===== src/rtl/bus_device_port.sv =====
// rtl/bus_device_port.sv - device-side bus endpoint: TX/RX FWFT FIFOs with RX address filter
// Error counters saturate; FIFO outputs read as zero while their FIFO is empty.

module bus_device_port_fifo #(
    parameter int width = 32,
    parameter int depth = 8
) (
    input  logic                     clk,
    input  logic                     reset,
    input  logic                     i_wr,
    input  logic [width-1:0]         i_data,
    input  logic                     i_rd,
    output logic [width-1:0]         o_head,
    output logic [$clog2(depth):0]   o_count
);
    localparam int AW = $clog2(depth);

    logic [width-1:0] r_mem [depth];
    logic [AW-1:0]    r_wr_ptr;
    logic [AW-1:0]    r_rd_ptr;
    logic [AW:0]      r_count;

    // Storage is not reset; the head is masked to zero whenever the FIFO is empty.
    always_ff @(posedge clk) begin
        if (!reset && i_wr) begin
            r_mem[r_wr_ptr] <= i_data;
        end
    end

    always_ff @(posedge clk) begin
        if (reset) begin
            r_wr_ptr <= '0;
            r_rd_ptr <= '0;
            r_count  <= '0;
        end else begin
            if (i_wr) begin
                r_wr_ptr <= r_wr_ptr + 1'b1;
            end
            if (i_rd) begin
                r_rd_ptr <= r_rd_ptr + 1'b1;
            end
            case ({i_wr, i_rd})
                2'b10:   r_count <= r_count + 1'b1;
                2'b01:   r_count <= r_count - 1'b1;
                default: r_count <= r_count;
            endcase
        end
    end

    assign o_head  = (r_count != '0) ? r_mem[r_rd_ptr] : '0;
    assign o_count = r_count;
endmodule

module bus_device_port #(
    parameter int         pckg_sz   = 32,
    parameter int         depth     = 8,
    parameter logic [7:0] id        = 8'd0,
    parameter logic [7:0] broadcast = 8'hFF,
    parameter int         cnt_w     = 16
) (
    input  logic                     clk,
    input  logic                     reset,
    input  logic                     tx_valid,
    output logic                     tx_ready,
    input  logic [pckg_sz-1:0]       tx_data,
    output logic                     pndng,
    input  logic                     pop,
    output logic [pckg_sz-1:0]       D_pop,
    input  logic                     push,
    input  logic [pckg_sz-1:0]       D_push,
    output logic                     rx_valid,
    input  logic                     rx_ready,
    output logic [pckg_sz-1:0]       rx_data,
    output logic [$clog2(depth):0]   tx_count,
    output logic [$clog2(depth):0]   rx_count,
    output logic [cnt_w-1:0]         drop_cnt,
    output logic [cnt_w-1:0]         misaddr_cnt
);
    localparam int               CW   = $clog2(depth) + 1;
    localparam logic [CW-1:0]    FULL = CW'(depth);

    logic [CW-1:0]      w_tx_count;
    logic [CW-1:0]      w_rx_count;
    logic [pckg_sz-1:0] w_tx_head;
    logic [pckg_sz-1:0] w_rx_head;
    logic               w_tx_ready;
    logic               w_pndng;
    logic               w_rx_valid;
    logic               w_tx_wr;
    logic               w_tx_rd;
    logic               w_rx_wr;
    logic               w_rx_rd;
    logic [7:0]         w_dest;
    logic               w_match;
    logic               w_drop;
    logic               w_misaddr;
    logic [cnt_w-1:0]   r_drop_cnt;
    logic [cnt_w-1:0]   r_misaddr_cnt;

    assign w_tx_ready = (w_tx_count != FULL);
    assign w_pndng    = (w_tx_count != '0);
    assign w_rx_valid = (w_rx_count != '0);

    // A TX write while full is refused even if pop frees a slot this cycle.
    assign w_tx_wr = tx_valid && w_tx_ready;
    assign w_tx_rd = pop && w_pndng;

    assign w_dest    = D_push[pckg_sz-1:pckg_sz-8];
    assign w_match   = (w_dest == id) || (w_dest == broadcast);
    assign w_rx_rd   = rx_valid && rx_ready;
    // A full RX FIFO still accepts a matching push when the host frees the head.
    assign w_rx_wr   = push && w_match && ((w_rx_count != FULL) || w_rx_rd);
    assign w_drop    = push && w_match && !w_rx_wr;
    assign w_misaddr = push && !w_match;

    bus_device_port_fifo #(
        .width (pckg_sz),
        .depth (depth)
    ) u_tx_fifo (
        .clk     (clk),
        .reset   (reset),
        .i_wr    (w_tx_wr),
        .i_data  (tx_data),
        .i_rd    (w_tx_rd),
        .o_head  (w_tx_head),
        .o_count (w_tx_count)
    );

    bus_device_port_fifo #(
        .width (pckg_sz),
        .depth (depth)
    ) u_rx_fifo (
        .clk     (clk),
        .reset   (reset),
        .i_wr    (w_rx_wr),
        .i_data  (D_push),
        .i_rd    (w_rx_rd),
        .o_head  (w_rx_head),
        .o_count (w_rx_count)
    );

    always_ff @(posedge clk) begin
        if (reset) begin
            r_drop_cnt    <= '0;
            r_misaddr_cnt <= '0;
        end else begin
            if (w_drop && (r_drop_cnt != '1)) begin
                r_drop_cnt <= r_drop_cnt + 1'b1;
            end
            if (w_misaddr && (r_misaddr_cnt != '1)) begin
                r_misaddr_cnt <= r_misaddr_cnt + 1'b1;
            end
        end
    end

    assign tx_ready    = w_tx_ready;
    assign pndng       = w_pndng;
    assign D_pop       = w_tx_head;
    assign rx_valid    = w_rx_valid;
    assign rx_data     = w_rx_head;
    assign tx_count    = w_tx_count;
    assign rx_count    = w_rx_count;
    assign drop_cnt    = r_drop_cnt;
    assign misaddr_cnt = r_misaddr_cnt;
endmodule


===== config.mk =====
export PLATFORM = sky130hd
export DESIGN_NAME = bus_device_port
export DESIGN_NICKNAME = d
export VERILOG_FILES = /design/src/rtl/bus_device_port.sv
export SDC_FILE = /design/constraint.sdc
export NUM_CORES = 1
export LEC_CHECK = 0
export CAP_MARGIN = 30
export CORE_AREA = 10 10 338 242
export CTS_BUF_LIST = sky130_fd_sc_hd__clkbuf_8
export CTS_CLUSTER_DIAMETER = 200
export DETAILED_ROUTE_END_ITERATION = 8
export DIE_AREA = 0 0 348 252
export GPL_ROUTABILITY_DRIVEN = 1
export SLEW_MARGIN = 20
export SYNTH_ARGS = -nofsm -noshare
export SYNTH_HDL_FRONTEND = slang
export SYNTH_SLANG_ARGS = --single-unit

===== constraint.sdc =====
create_clock -name clk -period 9.2 [get_ports clk]
set_clock_uncertainty 0.15 [all_clocks]
set_input_delay 0.92 -clock clk [delete_from_list [all_inputs] [get_ports clk]]
set_output_delay 0.92 -clock clk [all_outputs]
set_load 0.1 [all_outputs]

### Yosys cells after proc, flatten, opt, wreduce, memory -nomap -nowiden

Memories as Yosys holds them, arrays and structs flattened. A register that Yosys moved wholly into a read port is not among the register bits.
Index checks and enable logic that the tools add are counted.

| storage, ports and cells | value |
|---|---|
| register bits after elaboration | 52 |
| latch bits | 0 |
| memory bits (writable) | 512 |
| memory bits (read-only) | 0 |
| input port bits | 70 |
| output and inout port bits | 107 |
| logic and storage cells | 62 |
| memories | 2 |

Memories:

| name | depth | bits a word | read ports | clocked after memory_dff | write ports | line | text |
|---|---|---|---|---|---|---|---|
| u_rx_fifo.r_mem | 8 | 32 | 1 | 1 | 1 | 18 | `logic [width-1:0] r_mem [depth];` |
| u_tx_fifo.r_mem | 8 | 32 | 1 | 1 | 1 | 18 |  |

| operators by class | value |
|---|---|
| add/subtract/negate cells | 10 |
| multiply operators | 0 |
| divide/modulo/power cells | 0 |
| magnitude comparators | 0 |
| equal/unequal tests | 9 |
| shifts and indexed selects | 0 |
| muxes and demuxes | 12 |
| bitwise operators | 0 |
| reduce and logical (&&, ||, !) cells | 21 |

Operators by type and width:

| operator | count |
|---|---|
| 32-bit 2-to-1 mux | 2 |
| 16-bit by 1-bit adder with 16-bit output, second input constant | 2 |
| 16-bit != test, second input constant | 2 |
| 4-bit one-hot mux with 2 select lines | 2 |
| 3-bit by 1-bit adder with 3-bit output, second input constant | 4 |
| 3-bit 2-to-1 mux | 4 |
| 1-bit logical AND | 11 |
| 4-bit by 1-bit adder with 4-bit output, second input constant | 2 |
| 8-bit == test, second input constant | 1 |
| 8-bit logical NOT | 1 |
| 4-bit != test, second input constant | 2 |
| 4-bit nonzero test | 2 |
| 4-bit by 1-bit subtractor with 4-bit output, second input constant | 2 |
| 2-bit by 1-bit == test with 1-bit output, second input constant | 2 |
| 2-bit == test, second input constant | 2 |
| 1-bit 2-to-1 mux | 4 |
| 2-bit nonzero test | 2 |
| 1-bit logical NOT | 3 |
| 1-bit logical OR | 2 |

### Logic depth before layout (Yosys ltp)

| depth | value |
|---|---|
| depth after elaboration | 7 |
| gate-level depth with buffers | 12 |
| depth with buffers taken out | 12 |

### Hierarchy

A second synthesis with hierarchy kept.

| unflattened totals | value |
|---|---|
| cells, all modules | 1,179 |
| area total of the unflattened synthesis | 22,617.9 um2 |

By module, submodules not included:

| module | instances | cells each | area an instance (um2) | sequential area each (um2) |
|---|---|---|---|---|
| bus_device_port_fifo | 2 | 476 | 10,401.2 | 7,947.6 |
| bus_device_port | 1 | 227 | 1,815.5 | 640.6 |

### Worst setup path before layout

OpenSTA, ideal clock, no wires.

| timing path | value |
|---|---|
| path kind | input -> register |
| from | in D_push[31] |
| to | mem u_rx_fifo.r_mem[0][0] (enable) |
| library setup time | 0.513 ns |
| data arrival time | 5.026 ns |
| required time | 8.537 ns |
| setup slack | 3.511 ns |
| stages on the path | 4 |
| buffers on the path | 0 |
| cell sequence | nor4_1 > and2_1 > o211ai_1 > nor4b_1 |

| on the way | value |
|---|---|
| cells in the longest elaborated chain, start to end | 7 |
| elaborated cells on any way between the ends | 8 |
| classes of those cells | eq/ne: 1; mux: 2; reduce/logical: 5 |

Ends and longest elaborated chain:

| item | line | text |
|---|---|---|
| start: declaration | 70 | `input logic [pckg_sz-1:0] D_push,` |
| 8-bit == test / 8-bit logical NOT (equally long branches) | 109 | `assign w_match = (w_dest == id) \|\| (w_dest == broadcast);` |
| 1-bit logical OR (*) | 109 |  |
| 1-bit logical AND (*) (2 in a row) | 112 | `assign w_rx_wr = push && w_match && ((w_rx_count != FULL) \|\| w_rx_rd);` |
| 1-bit logical AND (*) | 25 | `if (!reset && i_wr) begin` |
| 1-bit 2-to-1 mux (*) | 25 |  |
| 1-bit 2-to-1 mux (implied by the code) (*) | 26 | `r_mem[r_wr_ptr] <= i_data;` |
| end: declaration | 18 |  |

Every way passes the cells marked *; elsewhere a longest branch is shown, timed or not.

==> metrics.txt <==
part of the power in combinational logic=22.4%; biggest fanout along the worst timing path=38; arrival time at the worst endpoint=4.15 ns; Overall Global Routing Usage=11.72%; vias in the first global route=12627; die width=348 um; Mapped Nets=1267; required time at the worst-slack endpoint=8.13 ns; count of maximum capacitance violations=0; Clock Power Share=33.9%; Total Wirelength=51.89 mm; final hold vios=0; Via-to-Cell Ratio=4.754; most instantiated flip-flop cell in the synthesis netlist=edfxtp_1; register-to-register setup slack=5.94 ns; count of cells resized by post-cts repair=0; termination of the worst setup path=rx_data[8]; share of the synthesized area in the top cell type=68.50%; cell-by-cell trace of the critical path=buf_4 > mux4_2 > mux2i_1 > nor2_1 > clkdlybuf4s50_1; Std-Cell Rows=84; share of post-route cells with drive strength above 1=21.99%; sequential power share=43.7%; Post-DP Area=25620 um2; initial core utilization=29.99%; setup repair after global routing missed its margin=no; number of buffers on the longest clock path=3; largest cells by area after synthesis=edfxtp_1, mux4_2, dfxtp_1; min Tclk post-route=5.225 ns; number of placed I/O pins=177; number of port buffers=176; sort of element at the end of the critical path=primary output; Mean Syn Cell Area=18.96 um2; maximum number of pins on one net before global-route repair=65; total net switching power=2.120 mW; fillers=6938; P&R area growth vs syn=22.91%; WL/cell=20.80 um; share of synthesized flip-flops with an asynchronous set or reset=0%; Final setup violation count=0; setup total negative slack=0 ns; clk sink count=570; cell area after synthesis=22440 um2; length in cells of the worst reg-to-reg path=11; type of element launching the critical path=register; Starting DRT DRC Count=818; TritonCTS clock tree=yes; relative max-transition margin=32.64%; part of the Yosys area used for sequential elements=73.68%; cell taking the most area after synthesis=edfxtp_1; area of the core region=74830 um2; final count of pins violating max slew=0; final period utilization=56.79%; master cell of the clock root buffer=clkbuf_8; Peak supply drop=327.2 uV; static power due to leakage=8.452 nW; postcts setup bufs=0; commonest non-fill, non-tap cells in the layout=edfxtp_1, clkdlybuf4s50_1, mux4_2; Vias=11862; HPWL after DPL=29.14 mm; Finished Cell Area=27590 um2; y dimension of the die=252 um; net total in the final layout=1510; internal power summed over all cells=4.515 mW; Critical path buffers and inverters=2; Hold/Removal Path Class=register to register; first-pass GRT wire length=79.06 mm; Antenna Nets Post-Route=0; setup slack after placement=4.552 ns; Max stage delay cell, worst path=clkdlybuf4s50_1; Synth Instances=1184; Clk pin slew, worst setup/hold paths=0.06 ns; share of total power consumed by net switching=31.96%; total CTS buffers=92; slack of the critical path=3.975 ns; CP delay by family, top=buffers and inverters; first drt pass iteration count=5; achievable frequency=191.4 MHz; number of buffers added to fix hold violations after cts=0; pin slew with the least headroom to its limit=1.007 ns; FF-to-FF End=u_tx_fifo.o_count[3]$_SDFFE_PP0P_; commonest non-fill, non-tap cell in the layout=edfxtp_1; RR Startpoint=u_tx_fifo.o_count[0]$_SDFFE_PP0P_; Crit. path cell count=5; flop and latch count out of synthesis=570; final weighted congestion in routability-driven placement=0.7297; H-tree depth reported by CTS=3; global-route congestion overflow total=0; die area=87700 um2; antenna violations before repair=6; ratio of total power to cell area=240.5 nW/um2; post-detailed-route DRC marker count=0; Final Power=6.635 mW; clock latency on the worst-skew pair=0.67 ns; Crit Path Class=register to primary output; distinct cell type count of the synthesized netlist=54; outcome=finished, final reports clean; number of warnings printed during yosys synthesis=0; Worst Hold Slack=0.3375 ns; Largest stage delay, worst path=0.98 ns; number of synthesized flops with an enable pin=512
through the flow:
step / util [%] / instances
2_1_floorplan: - / 1184
3_3_place_gp: 34.08 / 2314
3_5_place_dp: 34.23 / 2319
4_1_cts: 36.76 / 2491
5_1_grt: 36.86 / 2495
6_report: 36.86 / 2495
layer usage:
metal / track usage (%) / vias to the layer above / part of all wire, %
met1: 14.89 / 6120 / 43
met2: 19.04 / 319 / 48
li1: - / 5314 / -
met5: 0 / - / 0.13
met3: 3.791 / 99 / 6.6
met4: 3.378 / 10 / 2.0
cells in the mapped netlist, types with 7 or more instances:
master and n:
ha_1 11, or4_1 17, edfxtp_1 512, mux2_2 8, nand2_1 27, nor2b_1 7, nor4_1 11, mux4_2 128
nor3_1 11, dfxtp_1 58, clkbuf_1 35, o21ai_0 8, buf_1 7, inv_1 14, buf_2 17, nor2_1 100
nand4_1 10, mux2i_1 67, nand3_1 17, a21oi_1 32, o31ai_1 16, xor2_1 8
cell type report:
class	count	area [um2]	area share, %
flip-flops and latches	570	16550	59.99
multi-input cells	539	5724	20.75
repair buffers	209	2128	7.715
clock buffers	94	1294	4.690
well taps	989	1237	4.486
clock inverters	78	595.6	2.159
inverters	15	56.30	0.2041
diodes	1	2.502	0.009071
logic make-up (layout without fill, tap and decap cells):
family / Yosys count / after routing / share of synthesized area, %
simple gates: 234 / 234 / 5.274
buf+inv: 75 / 396 / 1.383
compound gates: 77 / 77 / 2.174
xor+xnor: 12 / 12 / 0.4683
other cells: 0 / 1 / 0
flops: 570 / 570 / 73.68
fa+ha+maj: 13 / 13 / 0.7916
mux: 203 / 203 / 16.23
power by group through the flow:
stage | Sequential, mW | Combinational (mW) | Clock (mW)
final | 2.90 | 1.49 | 2.25
after global routing | 2.91 | 1.56 | 2.45
after CTS | 2.90 | 1.50 | 2.32
after detailed placement | 2.96 | 1.49 | 0
after global placement | 2.95 | 1.45 | 0
after floorplan | 2.98 | 1.01 | 0
worst reg2reg max path, delay by kind of cell, from the launching register on:
family / cells / cell delay (ns)
simple gates: 3 / 0.93
buf+inv: 2 / 0.61
fa+ha+maj: 2 / 0.59
compound gates: 3 / 0.47
flops: 1 / 0.38
xor+xnor: 1 / 0.10
sequential cells by signal (all words and copies together), names as in the netlist, named ones only:
signal,flops
u_tx_fifo.r_wr_ptr,3
misaddr_cnt,16
u_rx_fifo.r_rd_ptr,3
u_tx_fifo.o_count,4
u_tx_fifo.r_rd_ptr,3
u_rx_fifo.r_mem,256
u_rx_fifo.o_count,4
u_rx_fifo.r_wr_ptr,3
u_tx_fifo.r_mem,256
drop_cnt,16
worst min-delay path by stage:
stage | start | slack, ns | endpoint | cells past startpoint
floorplan | u_rx_fifo.r_rd_ptr[1]$_SDFFE_PP0P_ | 0.30 | register | 2
global placement | u_rx_fifo.r_rd_ptr[1]$_SDFFE_PP0P_ | 0.31 | register | 2
detailed placement | u_rx_fifo.r_rd_ptr[1]$_SDFFE_PP0P_ | 0.33 | register | 2
CTS | u_rx_fifo.r_rd_ptr[1]$_SDFFE_PP0P_ | 0.34 | register | 2
global route | misaddr_cnt[9]$_SDFFE_PP0P_ | 0.37 | misaddr_cnt[9]$_SDFFE_PP0P_ | 2
finish | u_rx_fifo.r_rd_ptr[1]$_SDFFE_PP0P_ | 0.34 | register | 2
Power figures use the tool's default switching activity.
